**src/rtl/ps2_host_tx.sv**
```systemverilog
// Host-to-device PS/2 transmitter: inhibit, request-to-send, 11-bit frame shift and ack check.
// Optional `PS2TX_CLK_FILTER_EN adds an 8-sample glitch filter on the synchronized device clock.
`timescale 1ns/1ps
module ps2_host_tx #(
  parameter int INHIBIT_CYCLES = 5000,
  parameter int TIMEOUT_CYCLES = 1000000
) (
  input  logic       clk,
  input  logic       rst_n,
  input  logic       ps2clk_ext,
  input  logic       ps2data_ext,
  output logic       ps2clk_oe,
  output logic       ps2data_oe,
  input  logic [7:0] data_in,
  input  logic       start,
  output logic       busy,
  output logic       done,
  output logic       ack_err,
  output logic       timeout
);

  localparam int IW = (INHIBIT_CYCLES > 1) ? $clog2(INHIBIT_CYCLES) : 1;
  localparam int TW = (TIMEOUT_CYCLES > 1) ? $clog2(TIMEOUT_CYCLES) : 1;

  typedef enum logic [2:0] {
    S_IDLE,
    S_INHIBIT,
    S_REQ,
    S_SHIFT,
    S_ACK,
    S_WAITIDLE
  } state_t;

  // Two-flop synchronizers; idle bus level is high, so reset to 1.
  logic [1:0] clk_sync_reg;
  logic [1:0] data_sync_reg;
  logic       clk_s;
  logic       data_s;
  logic       clk_level;
  logic       clk_fall;

  always_ff @(posedge clk or negedge rst_n) begin
    if (!rst_n) begin
      clk_sync_reg  <= 2'b11;
      data_sync_reg <= 2'b11;
    end else begin
      clk_sync_reg  <= {clk_sync_reg[0], ps2clk_ext};
      data_sync_reg <= {data_sync_reg[0], ps2data_ext};
    end
  end

  assign clk_s  = clk_sync_reg[1];
  assign data_s = data_sync_reg[1];

`ifdef PS2TX_CLK_FILTER_EN
  logic [7:0] filt_sr_reg;
  logic       filt_reg;

  // Level only flips after eight identical stored samples.
  always_ff @(posedge clk or negedge rst_n) begin
    if (!rst_n) begin
      filt_sr_reg <= 8'hff;
      filt_reg    <= 1'b1;
    end else begin
      filt_sr_reg <= {filt_sr_reg[6:0], clk_s};
      if (filt_sr_reg == 8'hff) begin
        filt_reg <= 1'b1;
      end else if (filt_sr_reg == 8'h00) begin
        filt_reg <= 1'b0;
      end
    end
  end

  assign clk_level = filt_reg;
  assign clk_fall  = filt_reg & (filt_sr_reg == 8'h00);
`else
  logic clk_prev_reg;

  always_ff @(posedge clk or negedge rst_n) begin
    if (!rst_n) begin
      clk_prev_reg <= 1'b1;
    end else begin
      clk_prev_reg <= clk_s;
    end
  end

  assign clk_level = clk_s;
  assign clk_fall  = clk_prev_reg & ~clk_s;
`endif

  state_t        state_reg, state_next;
  logic [IW-1:0] inh_cnt_reg, inh_cnt_next;
  logic [TW-1:0] timer_reg, timer_next;
  logic [3:0]    edge_cnt_reg, edge_cnt_next;
  logic [9:0]    frame_reg, frame_next;
  logic          drive_reg, drive_next;
  logic          clk_oe_reg, clk_oe_next;
  logic          data_oe_reg, data_oe_next;
  logic          busy_reg, busy_next;
  logic          done_reg, done_next;
  logic          ack_err_reg, ack_err_next;
  logic          timeout_reg, timeout_next;

  always_ff @(posedge clk or negedge rst_n) begin
    if (!rst_n) begin
      state_reg    <= S_IDLE;
      inh_cnt_reg  <= '0;
      timer_reg    <= '0;
      edge_cnt_reg <= '0;
      frame_reg    <= '0;
      drive_reg    <= 1'b0;
      clk_oe_reg   <= 1'b0;
      data_oe_reg  <= 1'b0;
      busy_reg     <= 1'b0;
      done_reg     <= 1'b0;
      ack_err_reg  <= 1'b0;
      timeout_reg  <= 1'b0;
    end else begin
      state_reg    <= state_next;
      inh_cnt_reg  <= inh_cnt_next;
      timer_reg    <= timer_next;
      edge_cnt_reg <= edge_cnt_next;
      frame_reg    <= frame_next;
      drive_reg    <= drive_next;
      clk_oe_reg   <= clk_oe_next;
      data_oe_reg  <= data_oe_next;
      busy_reg     <= busy_next;
      done_reg     <= done_next;
      ack_err_reg  <= ack_err_next;
      timeout_reg  <= timeout_next;
    end
  end

  always_comb begin
    state_next    = state_reg;
    inh_cnt_next  = inh_cnt_reg;
    timer_next    = timer_reg;
    edge_cnt_next = edge_cnt_reg;
    frame_next    = frame_reg;
    drive_next    = drive_reg;
    done_next     = 1'b0;
    ack_err_next  = 1'b0;
    timeout_next  = 1'b0;

    case (state_reg)
      S_IDLE: begin
        if (start) begin
          // Frame shifts out LSB first: data[7:0], odd parity, stop.
          frame_next    = {1'b1, ~^data_in, data_in};
          inh_cnt_next  = IW'(INHIBIT_CYCLES - 1);
          edge_cnt_next = 4'd0;
          state_next    = S_INHIBIT;
        end
      end

      S_INHIBIT: begin
        if (inh_cnt_reg == '0) begin
          state_next = S_REQ;
        end else begin
          inh_cnt_next = inh_cnt_reg - IW'(1);
        end
      end

      S_REQ: begin
        drive_next = 1'b1;
        timer_next = TW'(TIMEOUT_CYCLES - 1);
        state_next = S_SHIFT;
      end

      S_SHIFT, S_ACK, S_WAITIDLE: begin
        if (clk_fall) begin
          timer_next = TW'(TIMEOUT_CYCLES - 1);
          if (edge_cnt_reg != 4'd11) begin
            edge_cnt_next = edge_cnt_reg + 4'd1;
          end
        end

        if (!clk_fall && timer_reg == '0) begin
          timeout_next = 1'b1;
          drive_next   = 1'b0;
          state_next   = S_IDLE;
        end else begin
          if (!clk_fall) begin
            timer_next = timer_reg - TW'(1);
          end
          if (state_reg == S_SHIFT) begin
            if (clk_fall) begin
              drive_next = ~frame_reg[0];
              frame_next = {1'b1, frame_reg[9:1]};
              // Tenth edge has just put the stop bit out; next edge is the ack.
              if (edge_cnt_reg == 4'd9) begin
                state_next = S_ACK;
              end
            end
          end else if (state_reg == S_ACK) begin
            if (clk_fall) begin
              if (data_s) begin
                ack_err_next = 1'b1;
                state_next   = S_IDLE;
              end else begin
                state_next = S_WAITIDLE;
              end
            end
          end else begin
            if (clk_level && data_s) begin
              done_next  = 1'b1;
              state_next = S_IDLE;
            end
          end
        end
      end

      default: begin
        state_next = S_IDLE;
      end
    endcase

    // Pin enables are registered so the open-collector drivers never glitch.
    clk_oe_next  = (state_next == S_INHIBIT);
    data_oe_next = (state_next == S_REQ) | ((state_next == S_SHIFT) & drive_next);
    busy_next    = (state_next != S_IDLE);
  end

  assign ps2clk_oe  = clk_oe_reg;
  assign ps2data_oe = data_oe_reg;
  assign busy       = busy_reg;
  assign done       = done_reg;
  assign ack_err    = ack_err_reg;
  assign timeout    = timeout_reg;

endmodule

```
**config.mk**
```make
export PLATFORM = sky130hd
export DESIGN_NAME = ps2_host_tx
export DESIGN_NICKNAME = d
export VERILOG_FILES = /design/src/rtl/ps2_host_tx.sv
export SDC_FILE = /design/constraint.sdc
export NUM_CORES = 1
export LEC_CHECK = 0
export ABC_AREA = 1
export ABC_CLOCK_PERIOD_IN_PS = 3380
export CAP_MARGIN = 5
export CORE_MARGIN = 3
export CORE_UTILIZATION = 45
export DETAILED_ROUTE_END_ITERATION = 12
export REMOVE_ABC_BUFFERS = 1
export SLEW_MARGIN = 20
export SYNTH_ARGS = -nofsm -noshare
export SYNTH_HDL_FRONTEND = slang
export SYNTH_SLANG_ARGS = --single-unit
```
**constraint.sdc**
```tcl
create_clock -name clk -period 3.38 [get_ports clk]
set_input_delay 0.676 -clock clk [delete_from_list [all_inputs] [get_ports clk]]
set_output_delay 0.676 -clock clk [all_outputs]
set_load 0.05 [all_outputs]
```
# [After elaboration in Yosys (flattened, before gate mapping)]
# Cells that the tools add are included.
[word_totals] register_bits=62 input_bits=13 word_cells=98
[op_classes] n_addsub=3 n_eq_ne=16 muxes=44 bitwise=5 n_reduce_logical=15
[op_table] op="two-way mux 20 bit" count=3
[op_table] op="two-way mux 10 bit" count=4
[op_table] op="case mux 20 bit (2 select lines)" count=1
[op_table] op="two-way mux 3 bit" count=10
[op_table] op="two-way mux 13 bit" count=2
[op_table] op="case mux 13 bit (2 select lines)" count=1
[op_table] op="logical NOT 20 bit" count=1
[op_table] op="case mux 10 bit (2 select lines)" count=1
[op_table] op="subtractor 20 x 1 -> 20 bit (second input constant)" count=1
[op_table] op="two-way mux 1 bit" count=16
[op_table] op="logical NOT 13 bit" count=1
[op_table] op="subtractor 13 x 1 -> 13 bit (second input constant)" count=1
[op_table] op="equality test 3 x 2 -> 1 bit (second input constant)" count=4
[op_table] op="two-way mux 4 bit" count=3
[op_table] op="inequality test 2 bit (second input constant)" count=6
[op_table] op="case mux 3 bit (4 select lines)" count=1
[op_table] op="case mux 4 bit (2 select lines)" count=1
[op_table] op="XNOR reduction 8 bit" count=1
[op_table] op="equality test 3 x 1 -> 1 bit (second input constant)" count=2
[op_table] op="equality test 3 bit (second input constant)" count=2
[op_table] op="nonzero test 2 bit" count=3
[op_table] op="AND reduction 5 bit" count=1
[op_table] op="adder 4 x 1 -> 4 bit (second input constant)" count=1
[op_table] op="equality test 4 bit (second input constant)" count=1
[op_table] op="12 further kinds" count=15

# [Logic depth before layout (Yosys ltp)]
# Gate-level depths: netlist of run 1.
[logic_depth] ltp_word=10 mapped_depth=13 ltp_nobuf=11

# [Least setup slack after synthesis of run 1]
# Ideal clock, no wire load.
[synth_timing] kind="register to register" from="reg inh_cnt_reg[0]" to="reg inh_cnt_reg[7]" arrival_time_ns=1.482 required_ns=3.256 path_slack_ns=1.774 stages_incl_launch_ff=11 path_buffers=1 period_less_slack_ns=1.606 path_cell_list="dfrtp_1 inv_1 ha_1 nand2_1 nor2_1 nand3_1 nand2_2 inv_2 buf_6 nand3b_1 nand3_1"
[synth_between] elab_chain_len=3 word_cells_on_any_way=6 cone_classes="add/sub: 1; eq/ne: 1; mux: 2; reduce/logical: 2"
[synth_lines] element="start, declared" line="92" source="logic [IW-1:0] inh_cnt_reg, inh_cnt_next;"
[synth_lines] element="start signal, assigned" line="120" source="inh_cnt_reg <= inh_cnt_next;"
[synth_lines] element="subtractor 13 x 1 -> 13 bit / logical NOT 13 bit (equally long branches)" line="160, 157"
[synth_lines] element="two-way mux 13 bit / inequality test 2 bit (equally long branches)"
[synth_lines] element="case mux 13 bit (2 select lines) / AND reduction 3 bit (equally long branches)"
# Several ways; a longest one is shown, not always the timed one. The select of a mux whose other input is x is not followed.
# A chain may end at the register's enable or synchronous reset.

# [Final worst setup path of run 1]
[layout_timing] from="reg state_reg[1]" to="reg frame_reg[2]"
[layout_between] elab_chain_len=4 word_cells_on_any_way=12 cone_classes="eq/ne: 7; mux: 1; reduce/logical: 4"
[layout_lines] element="start, declared" line="91" source="state_t state_reg, state_next;"
[layout_lines] element="start signal, assigned" line="119" source="state_reg <= state_next;"
[layout_lines] element="equality test 3 x 2 -> 1 bit / equality test 3 bit (equally long branches)" line="145, 186"
[layout_lines] element="OR reduction 3 bit" line="145" source="case (state_reg)"
[layout_lines] element="inequality test 2 bit (no line) / nonzero test 2 bit (equally long branches)"
[layout_lines] element="AND reduction 5 bit (no line)"
[layout_lines] element="end signal, assigned" line="123" source="frame_reg <= frame_next;"
[layout_lines] element="end, declared" line="95" source="logic [9:0] frame_reg, frame_next;"
# Several ways; a longest one is shown, not always the timed one.

==> out/metrics.cfg, run 1 <==
[sta]
grt_setup_unrepaired=no
max_freq_mhz=432
fin_setup_tns_ps=0
worst_pin_slew_ps=564
fin_crit_sh_pct=68.5
fin_skew_ps=9.45
min_period_ps=2310
finalHoldViolations=0
setup_viol=0
slew_headroom_pct=62.2
drv_slew=0

[worst_setup_path]
reg2regPathDepth=10
startpoint_type=flip-flop
end_kind=flip-flop
r2r_end=frame_reg[2]
startpoint=state_reg[1]
cp.arrival_ps=2590
cp.required_ps=3650
worstSetupPathType=flip-flop to flip-flop
cp_max_fo=21
ff2ff_setup_slack_ps=1070
r2r_start=state_reg[1]
endpoint=frame_reg[2]

[yosys]
netlist_area_um2=3680
async_flop_share_pct=100
synth_edf_count=0
synth.largest_area_cell=dfrtp_1
synth.avg_cell_area_um2=6.96
synthCells=529
yosysTopAreaCellShare_pct=38.7
yosys.area_share.simple_pct=39.7
ys_seq_area_share_pct=42.3
synth_compound_area_share_pct=4.35
ys_types=30
synth_xor_area_share_pct=3.77
synth_top_family_by_area=simple AND/OR/NAND/NOR gates
ys.flop_type=dfrtp_1
ys_seq_elements=62
synthTopCellsByArea=dfrtp_1 39%, nand2_1 19%, nand3_1 7.6%, nor2_1 7.4%, inv_1 5.2%
synth-adder-area-share_pct=1.70
yosysWarningCount=0
muxShareOfSynthArea_pct=0

[final_layout]
regArea_um2=1560
syn_to_final_growth_pct=12.6
largest_register_ffs=20
num_antenna_cells=0
fin_util_pct=52.8
finalNonFillerCells=656
fillCellCount=781
multiInputGateArea_um2=1820
drive_gt1_share_pct=7.76
nets=567
final_area_um2=4140

[die]
start_util_pct=46.9
die_area_um2=9300
io_pins=19
die_y_um=96.4
rows=32
die_x_um=96.4
core_area_um2=7850

[global_route]
grt_pass1_vias=3069
grt_pass1_wl_mm=14.3
gr-total-overflow=0
antenna_found_initial=0
track_usage_pct=20.0
grt_max_degree=32

[route]
viasPerCell=4.97
ant_nets=0
dr.pass1.iters=4
avgRoutedWirePerCell_um=12.5
dr.first_iter.drc_count=180
drt-total-wl_mm=8.18
via_count=3263
drc=0

[cts]
cts.hold.buffers_added=0
root_buffer=clkbuf_8
insertion_delay_ps=340
clk_pin_slew_ps=70
cts_buffers=9
cts_tree=yes
htree_levels=3
cts_resized=0
post-cts-setup-buffers=0
cts_num_sinks=62
cts.path.max_buffers=2

[power_and_ir_drop]
leakage_nw=2.14
ir_drop_v=0.000328
totalPowerFinal_w=0.00324
power_density_nw_per_um2=782

[place]
hpwl_mm=6.17
io_buffers=18
placed_cell_area_um2=3930
routabilityCongestion=0.910
dp.cells=640

[outcome]
status=finished, final reports clean

[flow_run]
drv_cap=0

[hold_path]
holdCritPathClass=primary input to async pin

==> final cells by class <==
cell class / count / share of cell area, %
multi-input combinational: 395 / 44.0
clock inverter: 4 / 1.69
timing repair buffer: 20 / 4.59
sequential: 62 / 37.6
inverter: 61 / 5.53
tap: 102 / 3.08
clock buffer: 12 / 3.50
==> cell families after synthesis <==
kind of cell             after synthesis
AND/OR/NAND/NOR                      345
buffers and inverters                 72
flip-flops                            62
AO/OA/AOI/OAI                         30
adder cells (fa/ha/maj)                5
XOR/XNOR                              15
==> how the worst min path moves through the flow <==
stage	start	endpoint	slack, ps	depth (start not counted)
floorplan	clk_sync_reg[0]	clk_sync_reg[1]	350	0
CTS	rst_n	timer_reg[3]	190	1
detailed placement	clk_sync_reg[0]	clk_sync_reg[1]	350	0
global placement	data_sync_reg[0]	data_sync_reg[1]	350	0
global route	rst_n	timer_reg[3]	190	1
finish	rst_n	timer_reg[3]	200	1
==> report_power, final <==
group	switching, W	internal (W)	total (W)
logic	0.000835	0.000438	0.00127
registers	0.000244	0.00101	0.00125
clock network	0.000287	0.000434	0.000721
==> cells in the final DEF (no fill, tap or decap), types with 10 or more instances in the layout <==
| cell | synthesis | final |
|---|---|---|
| o21ai_0 | 15 | 15 |
| nand3_1 | 56 | 56 |
| inv_2 | 10 | 10 |
| clkdlybuf4s50_1 | 0 | 17 |
| inv_1 | 51 | 51 |
| nand4_1 | 10 | 10 |
| dfrtp_1 | 57 | 57 |
| nor2_1 | 73 | 73 |
| nand2_1 | 183 | 183 |
| clkbuf_8 | 0 | 10 |
==> metrics by stage <==
stage / hold WS, ps / worst slack [ps]
floorplan: 345 / 1510
global placement: 346 / 1180
detailed placement: 347 / 1090
CTS: 188 / 1070
global route: 191 / 786
finish: 196 / 1070
==> routing by layer <==
metal / wire length [um] / vias up / track usage (%)
met5: 0 / - / 0
li1: - / 1703 / -
met2: 3760 / 74 / 32.1
met4: 138 / 0 / 5.72
met1: 3930 / 1474 / 26.6
met3: 357 / 12 / 5.27
==> critical path, stage by stage, from the launching register on <==
cell,delay [ps]
dfrtp_1,600
nor2_2,90
nand2_1,140
nand3_2,370
nand2_1,220
inv_2,90
nor2_2,130
nand2_1,260
inv_2,210
nand2_1,70
nand2_1,60
==> synth_stat cells (4+ instances only) <==
library cell,number
nand2_1,183
nor2_1,73
dfrtp_1,57
nand3_1,56
inv_1,51
o21ai_0,15
inv_2,10
nand4_1,10
xor2_1,8
nor3_1,6
o21ai_1,6
xnor2_1,6
a21oi_1,5
buf_2,5
dfstp_2,5
ha_1,5
buf_4,4
nand3b_1,4
nor2_2,4
Note: power is estimated with default switching activity, not from simulation.
==> run 2, diff against run 1 <==
Settings changed: ABC_CLOCK_PERIOD_IN_PS 3380 to 2000, PLACE_DENSITY from default to 0.65.
Clock period 3.38 ns to 2 ns, I/O delays scaled along.
==> out/metrics.cfg, run 2 (synthesized netlist as in run 1, its figures left out) <==
[final_layout]
drive_gt1_share_pct=10.2
num_antenna_cells=0
finalNonFillerCells=669
syn_to_final_growth_pct=16.0
multiInputGateArea_um2=1830
nets=580
largest_register_ffs=20
final_cell_mix=183 x nand2_1, 73 x nor2_1, 57 x dfrtp_1, 56 x nand3_1, 51 x inv_1
final_common_cell=nand2_1
fillCellCount=785
final_area_um2=4270
regArea_um2=1560

[place]
dp.cells=652
io_buffers=18
hpwl_mm=6.39
placed_cell_area_um2=4030
routabilityCongestion=0.896

[worst_setup_path]
cp.required_ps=1600
startpoint_type=flip-flop
cp.arrival_ps=1480
critPathTopFamily=buffers and inverters
cp_max_fo=1
crit_path_cell_trace=clkdlybuf4s50_1
worstSetupPathType=flip-flop to output pin
max_stage_delay_ps=790
end_kind=output pin
crit_buf_inv=1
cpMaxStageDelayCell=clkdlybuf4s50_1

[die]
io_pins=19
die_x_um=96.4
start_util_pct=46.9
die_area_um2=9300
die_y_um=96.4
rows=32
core_area_um2=7850

[route]
drt-total-wl_mm=8.56
dr.first_iter.drc_count=201
via_count=3386
viasPerCell=5.06
ant_nets=0
drc=0
avgRoutedWirePerCell_um=12.8
dr.pass1.iters=4

[global_route]
grt_max_degree=27
gr-total-overflow=0
busiest_layer=met2
grt_pass1_wl_mm=15.0
met3_usage_pct=3.49
use_met2_pct=31.9
grt_pass1_vias=3300
grtUsageMet1_pct=28.7
track_usage_pct=20.9
antenna_found_initial=0

[cts]
cts_buffers=9
insertion_delay_ps=350
root_buffer=clkbuf_8
htree_levels=3
cts_tree=yes
clk_pin_slew_ps=80
post-cts-setup-buffers=0
cts.path.max_buffers=2
cts_num_sinks=62

[sta]
worst_pin_slew_ps=496
max_freq_mhz=532
drv_slew=0
holdWs_ps=359
fin_skew_ps=8.70
setup_viol=0
min_period_ps=1880
slew_headroom_pct=66.8
finalHoldViolations=0
fin_setup_tns_ps=0
fin_crit_sh_pct=94.0

[power_and_ir_drop]
netSwitchingPower_w=0.00242
ir_drop_v=0.000607
swShare_pct=42.8
combPwrFrac_pct=40.6
power_density_nw_per_um2=1330
leakage_nw=2.21
power_frac_clock_pct=22.3
p_seq_share_pct=37.1
internal_power_w=0.00324

[flow_run]
drv_cap=0

[outcome]
status=finished, final reports clean

[hold_path]
holdCritPathClass=flip-flop to flip-flop

run 2: area by class of cell:
class	instances	area share, %
well taps	102	2.99
clock inverters	6	1.99
multi-input cells	395	42.8
clock buffers	10	3.22
repair buffers	33	7.09
flip-flops and latches	62	36.5
inverters	61	5.36
run 2: per-layer routing:
layer	share of wire (%)	wire, um
met4	2.8	242
met1	49	4190
met5	0	0
met2	44	3780
met3	4.1	350
run 2: path summary, 6_finish.rpt:
kind | from | endpoint | slack [ps] | depth (start not counted)
worst max-delay path | ack_err | ack_err | 120 | 1
worst min-delay path | clk_sync_reg[0] | clk_sync_reg[1] | 360 | 0
worst max register to register | timer_reg[8] | busy | 190 | 8
worst min register to register | clk_sync_reg[0] | clk_sync_reg[1] | 360 | 0
max in group asynchronous | rst_n | data_sync_reg[1] | 970 | 3
min in group asynchronous | rst_n | timer_reg[1] | 500 | 2
run 2: repair_timing:
item                       4_1_cts  5_1_grt
setup endpoints to repair        0        1
gates resized for setup          0        1
hold endpoints to repair        13        0
hold buffers                     1        0
run 2: through the flow:
stage | power, W | util (%) | setup WS, ps
after detailed placement | 0.00440 | 51.4 | 153
after CTS | 0.00568 | 54.3 | 98.3
after floorplan | 0.00371 | - | 132
final | 0.00566 | 54.4 | 120
after global routing | 0.00616 | 54.4 | -2.07
after global placement | 0.00432 | 51.4 | 184
run 2: power groups by stage:
stage                     sequential (W)  clock [W]  combinational, W
after floorplan                  0.00207          0           0.00163
after global placement           0.00210          0           0.00222
after detailed placement         0.00211          0           0.00228
after CTS                        0.00210    0.00129           0.00229
after global routing             0.00216    0.00135           0.00265
final                            0.00210    0.00126           0.00230
==> run 3, diff against run 2 <==
Settings changed: HOLD_SLACK_MARGIN from default to 0.1.
==> results of run 3 <==
Same layout as run 2: the final DEF is identical, and so are final timing and power.
